## src/rtl/shell_pkg.sv

```systemverilog
// Shared types and helpers for the shell pool: direction and fire-FSM encodings,
// default map size, and a cell-stepping helper used for both spawn and flight.
package shell_pkg;

    typedef enum logic [1:0] {
        UP    = 2'd0,
        DOWN  = 2'd1,
        LEFT  = 2'd2,
        RIGHT = 2'd3
    } dir_t;

    typedef enum logic [1:0] {
        IDLE = 2'd0,
        PEND = 2'd1,
        COOL = 2'd2
    } fire_state_t;

    localparam int DEF_MAP_W = 40;
    localparam int DEF_MAP_H = 30;

    // Signed arithmetic so a step off the low edge shows up as -1, not a wrap.
    function automatic logic step_cell(input int x, input int y, input dir_t d,
                                       input int map_w, input int map_h,
                                       output int nx, output int ny);
        nx = x;
        ny = y;
        case (d)
            UP:    ny = y - 1;
            DOWN:  ny = y + 1;
            LEFT:  nx = x - 1;
            RIGHT: nx = x + 1;
            default: ;
        endcase
        return (nx >= 0) && (nx < map_w) && (ny >= 0) && (ny < map_h);
    endfunction

endpackage

```

## src/rtl/shell_slot.sv

```systemverilog
// One shell slot: holds position, direction and valid, and applies
// allocation, per-frame flight, edge-of-map removal and vanish.
module shell_slot
    import shell_pkg::*;
#(
    parameter int POS_W = 6,
    parameter int MAP_W = DEF_MAP_W,
    parameter int MAP_H = DEF_MAP_H
) (
    input  logic             clk,
    input  logic             rst,
    input  logic             frame,
    input  logic             alloc,
    input  logic [POS_W-1:0] alloc_x,
    input  logic [POS_W-1:0] alloc_y,
    input  logic [1:0]       alloc_dir,
    input  logic             vanish,
    output logic [POS_W-1:0] x,
    output logic [POS_W-1:0] y,
    output logic [1:0]       dir,
    output logic             valid,
    output logic             valid_d
);

    int   nx;
    int   ny;
    logic step_ok;

    always_comb begin
        nx      = 0;
        ny      = 0;
        step_ok = step_cell(int'(x), int'(y), dir_t'(dir), MAP_W, MAP_H, nx, ny);
    end

    // Vanish wins over everything, then a fresh allocation, then flight.
    always_comb begin
        valid_d = valid;
        if (vanish)
            valid_d = 1'b0;
        else if (alloc)
            valid_d = 1'b1;
        else if (frame && valid && !step_ok)
            valid_d = 1'b0;
    end

    always_ff @(posedge clk) begin
        if (rst) begin
            valid <= 1'b0;
            x     <= '0;
            y     <= '0;
            dir   <= '0;
        end else begin
            valid <= valid_d;
            if (!vanish) begin
                if (alloc) begin
                    x   <= alloc_x;
                    y   <= alloc_y;
                    dir <= alloc_dir;
                end else if (frame && valid && step_ok) begin
                    x <= POS_W'(nx);
                    y <= POS_W'(ny);
                end
            end
        end
    end

endmodule

```

## src/rtl/shell_pool.sv

```systemverilog
// Per-player shell pool with fire FSMs and slot allocation.
// Optional per-player fire cooldown enabled by defining SHELL_COOLDOWN_EN.
module shell_pool
    import shell_pkg::*;
#(
    parameter int NUM_PLAYERS = 2,
    parameter int NUM_SHELLS  = 5,
    parameter int POS_W       = 6,
    parameter int MAP_W       = DEF_MAP_W,
    parameter int MAP_H       = DEF_MAP_H,
    parameter int COOLDOWN    = 4
) (
    input  logic                                  clk,
    input  logic                                  rst,
    input  logic                                  i_frame,
    input  logic [NUM_PLAYERS-1:0]                i_fire,
    input  logic [NUM_PLAYERS*POS_W-1:0]          i_tank_x,
    input  logic [NUM_PLAYERS*POS_W-1:0]          i_tank_y,
    input  logic [NUM_PLAYERS*2-1:0]              i_tank_dir,
    input  logic [NUM_PLAYERS*NUM_SHELLS-1:0]     i_vanish,
    output logic [NUM_PLAYERS*NUM_SHELLS*POS_W-1:0] o_shell_x,
    output logic [NUM_PLAYERS*NUM_SHELLS*POS_W-1:0] o_shell_y,
    output logic [NUM_PLAYERS*NUM_SHELLS*2-1:0]     o_shell_dir,
    output logic [NUM_PLAYERS*NUM_SHELLS-1:0]     o_valid,
    output logic [NUM_PLAYERS-1:0]                o_fire_ack,
    output logic [NUM_PLAYERS-1:0]                o_full
);

`ifdef SHELL_COOLDOWN_EN
    localparam int CNT_W = $clog2(COOLDOWN + 2);
`endif

    for (genvar p = 0; p < NUM_PLAYERS; p++) begin : g_player
        fire_state_t           state;
        logic                  ack;
        logic                  full;
        int                    sx;
        int                    sy;
        logic                  spawn_ok;
        logic                  alloc_en;
        logic [POS_W-1:0]      spawn_x;
        logic [POS_W-1:0]      spawn_y;
        logic [NUM_SHELLS-1:0] free;
        logic [NUM_SHELLS-1:0] pick;
        logic [NUM_SHELLS-1:0] alloc;
        logic [NUM_SHELLS-1:0] valid_d;
`ifdef SHELL_COOLDOWN_EN
        logic [CNT_W-1:0]      cnt;
`endif

        // Free slots use start-of-cycle validity; a slot vanishing now is not reused.
        always_comb begin
            sx       = 0;
            sy       = 0;
            spawn_ok = step_cell(int'(i_tank_x[p*POS_W +: POS_W]),
                                 int'(i_tank_y[p*POS_W +: POS_W]),
                                 dir_t'(i_tank_dir[p*2 +: 2]), MAP_W, MAP_H, sx, sy);
            spawn_x  = POS_W'(sx);
            spawn_y  = POS_W'(sy);
            free     = ~o_valid[p*NUM_SHELLS +: NUM_SHELLS] & ~i_vanish[p*NUM_SHELLS +: NUM_SHELLS];
            pick     = free & (~free + 1'b1);
            alloc_en = i_frame && (state == PEND) && spawn_ok && (free != '0);
            alloc    = alloc_en ? pick : '0;
        end

        always_ff @(posedge clk) begin
            if (rst) begin
                state <= IDLE;
                ack   <= 1'b0;
`ifdef SHELL_COOLDOWN_EN
                cnt   <= '0;
`endif
            end else begin
                ack <= 1'b0;
                case (state)
                    IDLE: if (i_fire[p]) state <= PEND;
                    PEND: begin
                        if (i_frame) begin
                            ack <= alloc_en;
`ifdef SHELL_COOLDOWN_EN
                            state <= COOL;
                            cnt   <= CNT_W'(COOLDOWN);
`else
                            state <= IDLE;
`endif
                        end
                    end
`ifdef SHELL_COOLDOWN_EN
                    COOL: begin
                        if (i_frame) begin
                            if (cnt <= CNT_W'(1)) begin
                                state <= IDLE;
                                cnt   <= '0;
                            end else begin
                                cnt <= cnt - 1'b1;
                            end
                        end
                    end
`endif
                    default: state <= IDLE;
                endcase
            end
        end

        always_ff @(posedge clk) begin
            if (rst) full <= 1'b0;
            else     full <= &valid_d;
        end

        assign o_fire_ack[p] = ack;
        assign o_full[p]     = full;

        for (genvar s = 0; s < NUM_SHELLS; s++) begin : g_slot
            localparam int K = p*NUM_SHELLS + s;
            shell_slot #(
                .POS_W (POS_W),
                .MAP_W (MAP_W),
                .MAP_H (MAP_H)
            ) u_slot (
                .clk       (clk),
                .rst       (rst),
                .frame     (i_frame),
                .alloc     (alloc[s]),
                .alloc_x   (spawn_x),
                .alloc_y   (spawn_y),
                .alloc_dir (i_tank_dir[p*2 +: 2]),
                .vanish    (i_vanish[K]),
                .x         (o_shell_x[K*POS_W +: POS_W]),
                .y         (o_shell_y[K*POS_W +: POS_W]),
                .dir       (o_shell_dir[K*2 +: 2]),
                .valid     (o_valid[K]),
                .valid_d   (valid_d[s])
            );
        end
    end

endmodule

```

## config.mk

```make
export PLATFORM = sky130hd
export DESIGN_NAME = shell_pool
export DESIGN_NICKNAME = d
export VERILOG_FILES = /design/src/rtl/shell_pkg.sv /design/src/rtl/shell_slot.sv /design/src/rtl/shell_pool.sv
export SDC_FILE = /design/constraint.sdc
export NUM_CORES = 1
export LEC_CHECK = 0
export BUFFER_PORTS_ARGS = -buffer_cell sky130_fd_sc_hd__buf_2
export CORE_ASPECT_RATIO = 2
export CORE_MARGIN = 8
export CORE_UTILIZATION = 55
export CTS_CLUSTER_DIAMETER = 100
export DETAILED_ROUTE_END_ITERATION = 12
export PLACE_DENSITY = 0.76
export SYNTH_ARGS = -nofsm -noshare
export SYNTH_HDL_FRONTEND = slang
export SYNTH_SLANG_ARGS = --single-unit
```

## constraint.sdc

```tcl
create_clock -name clk -period 3.9 [get_ports clk]
set_clock_uncertainty 0.15 [all_clocks]
set_input_delay 0 -clock clk [delete_from_list [all_inputs] [get_ports clk]]
set_output_delay 0 -clock clk [all_outputs]
set_load 0.01 [all_outputs]
```

==> flow_summary.html <==
<table>
<tr><th>Metric</th><th>Value</th></tr>
<tr><th colspan="2">Placement</th></tr>
<tr><td>Final HPWL from detailed placement</td><td>31.9 mm</td></tr>
<tr><td>GPL Wtd Cong</td><td>around 1</td></tr>
<tr><td>Number of I/O port buffers</td><td>196</td></tr>
<tr><th colspan="2">Hold path</th></tr>
<tr><td>Min-Delay Path Depth</td><td>6</td></tr>
<tr><td>End point of the worst hold path</td><td>g_player[0].g_slot[0].u_slot.dir[0]</td></tr>
<tr><td>Worst hold path startpoint</td><td>i_vanish[0]</td></tr>
<tr><td>Hold Crit Class</td><td>primary input to flop</td></tr>
<tr><th colspan="2">Worst setup path</th></tr>
<tr><td>Startpoint of the most critical setup path</td><td>i_tank_dir[0]</td></tr>
<tr><td>Start-to-end type of the worst setup path</td><td>primary input to flop</td></tr>
<tr><td>CP dominant cell by count</td><td>sky130_fd_sc_hd__buf_4</td></tr>
<tr><td>Critical path peak fanout</td><td>17</td></tr>
<tr><td>Critical path's largest stage delay</td><td>approximately 0.56 ns</td></tr>
<tr><td>Crit path required time</td><td>just over 4 ns</td></tr>
<tr><td>Startpoint kind of the worst setup timing path</td><td>primary input</td></tr>
<tr><td>Cell depth of the worst flop-to-flop path</td><td>11</td></tr>
<tr><td>Kind of end point of the critical path</td><td>flop</td></tr>
<tr><td>Cells along the critical path</td><td>dlygate4sd3_1 &gt; buf_4 &gt; or3_1 &gt; nor4b_2 &gt; a21oi_1 &gt; xnor2_1 &gt; buf_4 &gt; a2111o_1 &gt; or4_1 &gt; buf_4 &gt; and2_1 &gt; mux2i_1 &gt; a31oi_1 &gt; dlygate4sd3_1</td></tr>
<tr><td>Reg-to-Reg End</td><td>g_player[0].g_slot[1].u_slot.x[5]</td></tr>
<tr><td>Cell type group with the largest total delay on the critical path</td><td>buffers and inverters</td></tr>
<tr><td>Critical R2R Launch</td><td>g_player[0].g_slot[1].u_slot.y[0]</td></tr>
<tr><td>Arrival time worst endpoint</td><td>between 3 and 4 ns</td></tr>
<tr><td>Total buffers and inverters traversed by the critical path</td><td>5</td></tr>
<tr><td>Flop2flop setup slack</td><td>0.23 ns</td></tr>
<tr><td>Cell with the biggest individual delay on the critical path</td><td>sky130_fd_sc_hd__dlygate4sd3_1</td></tr>
<tr><th colspan="2">Power</th></tr>
<tr><td>Pwr Density</td><td>around 250 nW/um2</td></tr>
<tr><td>Static Leakage</td><td>roughly 6.0 nW</td></tr>
<tr><td>Total power after layout</td><td>around 3.6 mW</td></tr>
<tr><td>Worst vdd ir</td><td>0.219 mV</td></tr>
<tr><th colspan="2">Detailed routing</th></tr>
<tr><td>Wirelength per Cell</td><td>just over 20 um</td></tr>
<tr><td>Number of iterations in the first detailed-routing pass</td><td>11</td></tr>
<tr><td>Routed via count divided by cell count</td><td>6.34</td></tr>
<tr><td>Routed wire length</td><td>between 40 and 50 mm</td></tr>
<tr><td>DRC marker count from the first detailed-route iteration</td><td>926</td></tr>
<tr><td>DRC violation count after routing</td><td>0</td></tr>
<tr><td>DRT antenna net count</td><td>0</td></tr>
<tr><td>Total via count after detailed routing</td><td>about 13000</td></tr>
<tr><th colspan="2">Synthesis</th></tr>
<tr><td>Proportion of synthesized chip area in sequential cells</td><td>0.252</td></tr>
<tr><td>Count of flip-flops with a built-in enable after synthesis</td><td>0</td></tr>
<tr><td>Mapped Cells</td><td>around 1600</td></tr>
<tr><td>Synth warnings</td><td>0</td></tr>
<tr><td>Flip-flop and latch count after synthesis</td><td>between 150 and 200</td></tr>
<tr><td>Netlist area before placement</td><td>around 12000 um2</td></tr>
<tr><td>Cell variety after synth</td><td>85</td></tr>
<tr><td>Post-Synthesis Net Count</td><td>1716</td></tr>
<tr><td>Average size of a mapped cell</td><td>about 7.6 um2</td></tr>
<tr><td>Share of async-settable or async-resettable flops after synthesis</td><td>0</td></tr>
<tr><td>Most used flip-flop cell after synthesis</td><td>sky130_fd_sc_hd__dfxtp_1</td></tr>
<tr><th colspan="2">Timing</th></tr>
<tr><td>Top achievable clock speed</td><td>~270 MHz</td></tr>
<tr><td>Final number of max-transition violations</td><td>0</td></tr>
<tr><td>Setup violators final</td><td>0</td></tr>
<tr><td>Hold Vio Cnt, Final</td><td>0</td></tr>
<tr><td>Fraction of the cycle the final worst path needs</td><td>0.967</td></tr>
<tr><td>Min Tclk post-route</td><td>roughly 3.8 ns</td></tr>
<tr><td>Slew at the pin closest to its max-slew limit</td><td>1.08 ns</td></tr>
<tr><td>RSZ-0062 raised after global routing</td><td>false</td></tr>
<tr><td>Setup TNS</td><td>0 ns</td></tr>
<tr><td>Worst max-slew margin expressed relative to the limit</td><td>0.278</td></tr>
<tr><td>Hold slack</td><td>between 0.02 and 0.025 ns</td></tr>
<tr><th colspan="2">Clocking</th></tr>
<tr><td>Clock buffer count from CTS</td><td>17</td></tr>
<tr><td>H-tree Lvls</td><td>4</td></tr>
<tr><td>Longest Clk Path Bufs</td><td>2</td></tr>
<tr><td>Reg clk slew, reported paths</td><td>roughly 0.060 ns</td></tr>
<tr><td>Total number of clock tree sinks</td><td>approximately 160</td></tr>
<tr><td>Clock Root Buffer</td><td>sky130_fd_sc_hd__clkbuf_16</td></tr>
<tr><td>Clock latency on the worst-skew pair</td><td>0.46 ns</td></tr>
<tr><td>Clock tree from TritonCTS</td><td>done</td></tr>
<tr><th colspan="2">Finish</th></tr>
<tr><td>Most frequent cells in the layout</td><td>194 x sky130_fd_sc_hd__buf_2, 184 x sky130_fd_sc_hd__nor2_1, 156 x sky130_fd_sc_hd__dfxtp_1, 139 x sky130_fd_sc_hd__nand2_1, 103 x sky130_fd_sc_hd__a21oi_1</td></tr>
<tr><td>Number of inserted diodes</td><td>0</td></tr>
<tr><td>Count of filler cells inserted in the layout</td><td>a little under 2000</td></tr>
<tr><td>Commonest non-fill, non-tap cell in the layout</td><td>sky130_fd_sc_hd__buf_2</td></tr>
<tr><td>Share of cells above drive strength 1</td><td>0.185</td></tr>
<tr><td>Area Overhead vs Synth</td><td>17.6%</td></tr>
<tr><td>Post-layout nets</td><td>between 1500 and 2000</td></tr>
<tr><th colspan="2">Floorplanning</th></tr>
<tr><td>Horiz. Die Dim</td><td>about 120 um</td></tr>
<tr><td>Top-level I/O count</td><td>roughly 200</td></tr>
<tr><td>Initial cell density of the core</td><td>0.559</td></tr>
<tr><td>Vertical die dimension</td><td>about 230 um</td></tr>
<tr><td>Placeable Area</td><td>22200 um2</td></tr>
<tr><td>Number of cell rows</td><td>77</td></tr>
<tr><td>Total Die Area</td><td>between 20000 and 30000 um2</td></tr>
<tr><th colspan="2">Global route</th></tr>
<tr><td>GRT Resource Usage Total</td><td>0.301</td></tr>
<tr><td>Grt ovf</td><td>0</td></tr>
<tr><td>Largest net degree at the start of global routing</td><td>70</td></tr>
<tr><td>Number of antenna violations at the first check in global routing</td><td>0</td></tr>
<tr><td>Number of global-route vias before repair</td><td>13000</td></tr>
<tr><td>Global-route wire length before repair</td><td>between 60 and 70 mm</td></tr>
<tr><th colspan="2">Run</th></tr>
<tr><td>Max-capacitance violation count</td><td>0</td></tr>
<tr><th colspan="2">Outcome</th></tr>
<tr><td>Status</td><td>complete, no violations</td></tr>
</table>
## worst min-delay path, stage by stage
cell and delay [ns]:
sky130_fd_sc_hd__buf_2 0.10, sky130_fd_sc_hd__or2_2 0.15, sky130_fd_sc_hd__nor2_1 0.07, sky130_fd_sc_hd__buf_4 0.15
sky130_fd_sc_hd__nand2_1 0.06, sky130_fd_sc_hd__a21oi_1 0.05
## metal layers
metal | routed length, um | track usage | vias to the layer above
met2 | 22900 | 0.558 | 546
li1 | - | - | 6291
met1 | 14300 | 0.282 | 6334
met5 | 0 | 0 | -
met4 | 3060 | 0.214 | 0
met3 | 2520 | 0.0589 | 180
## cell families (layout without fill, tap and decap cells)
| logic type | after synthesis | after routing | share of synthesized area |
|---|---|---|---|
| buffers and inverters | 192 | 398 | 0.0645 |
| AO/OA/AOI/OAI | 337 | 337 | 0.182 |
| XOR/XNOR | 144 | 144 | 0.102 |
| AND/OR/NAND/NOR | 687 | 687 | 0.301 |
| adder cells (fa/ha/maj) | 48 | 48 | 0.0485 |
| multiplexers | 61 | 61 | 0.0502 |
| flip-flops | 156 | 156 | 0.252 |
## sequential cells by signal, summed over array words and instances, names as in the netlist
register,flops
g_player.g_slot.u_slot.dir,20
g_player.g_slot.u_slot.y,60
g_player.g_slot.u_slot.valid,10
g_player.state,2
g_player.ack,2
g_player.g_slot.u_slot.x,60
g_player.full,2
## timing repair
| item | in CTS | in global routing |
|---|---|---|
| endpoints found under the setup margin | 0 | 5 |
| buffers inserted | 0 | 2 |
| endpoints found under the hold margin | 106 | 0 |
| gates resized for setup | 0 | 8 |
| hold buffers | 35 | 0 |
## through the flow
step	util	setup WS (ns)	instances	cell area, um2
floorplan	-	0.479	1625	12400
global placement	0.615	0.287	2039	13600
detailed placement	0.615	0.237	2039	13600
CTS	0.655	0.0337	2105	14500
global route	0.657	0.00800	2107	14600
finish	0.657	0.130	2107	14600
## where the power goes
group	leakage (nW)	total (mW)	internal (mW)	switching, mW
clock	0.255	1.56	0.841	0.722
combinational	4.52	0.415	0.150	0.265
sequential	1.26	1.62	1.60	0.0186
total	6.03	3.60	2.59	1.01
## Yosys cell counts (10+ instances only)
| master | count | area [um2] |
|---|---|---|
| sky130_fd_sc_hd__a211oi_1 | 65 | 488 |
| sky130_fd_sc_hd__a21oi_1 | 104 | 521 |
| sky130_fd_sc_hd__and3_1 | 15 | 93.8 |
| sky130_fd_sc_hd__and4_1 | 18 | 158 |
| sky130_fd_sc_hd__buf_4 | 15 | 113 |
| sky130_fd_sc_hd__clkbuf_1 | 84 | 315 |
| sky130_fd_sc_hd__dfxtp_1 | 156 | 3120 |
| sky130_fd_sc_hd__ha_1 | 48 | 601 |
| sky130_fd_sc_hd__inv_1 | 77 | 289 |
| sky130_fd_sc_hd__mux2i_1 | 52 | 521 |
| sky130_fd_sc_hd__nand2_1 | 139 | 522 |
| sky130_fd_sc_hd__nand2b_1 | 19 | 119 |
| sky130_fd_sc_hd__nand3_1 | 37 | 185 |
| sky130_fd_sc_hd__nand4_1 | 42 | 263 |
| sky130_fd_sc_hd__nor2_1 | 184 | 691 |
| sky130_fd_sc_hd__nor2b_1 | 17 | 106 |
| sky130_fd_sc_hd__nor3_1 | 40 | 200 |
| sky130_fd_sc_hd__nor4_1 | 37 | 231 |
| sky130_fd_sc_hd__nor4b_1 | 18 | 158 |
| sky130_fd_sc_hd__o21ai_0 | 52 | 260 |
| sky130_fd_sc_hd__or3_1 | 23 | 144 |
| sky130_fd_sc_hd__or4_1 | 30 | 225 |
| sky130_fd_sc_hd__or4b_2 | 10 | 100 |
| sky130_fd_sc_hd__xnor2_1 | 78 | 683 |
| sky130_fd_sc_hd__xor2_1 | 66 | 578 |
## area by class of cell
type	count	area [um2]	share of cell area
multi-input cells	1277	8500	0.583
flip-flops and latches	156	3120	0.214
clock inverters	10	68.8	0.00473
repair buffers	290	1780	0.122
inverters	77	289	0.0198
clock buffers	21	460	0.0316
well taps	276	345	0.0237
## worst max path at each step
stage / cells past startpoint / endpoint / slack, ns
after floorplan: 11 / g_player[1].g_slot[3].u_slot.y[0] / 0.48
after global placement: 11 / g_player[0].g_slot[1].u_slot.x[2] / 0.29
after detailed placement: 11 / g_player[0].g_slot[1].u_slot.x[2] / 0.24
after CTS: 13 / g_player[0].g_slot[1].u_slot.x[5] / 0.03
after global routing: 11 / g_player[0].g_slot[1].u_slot.x[5] / 0.008
final: 14 / g_player[0].g_slot[1].u_slot.x[5] / 0.13
No activity file was read; power rests on OpenSTA's default activity.
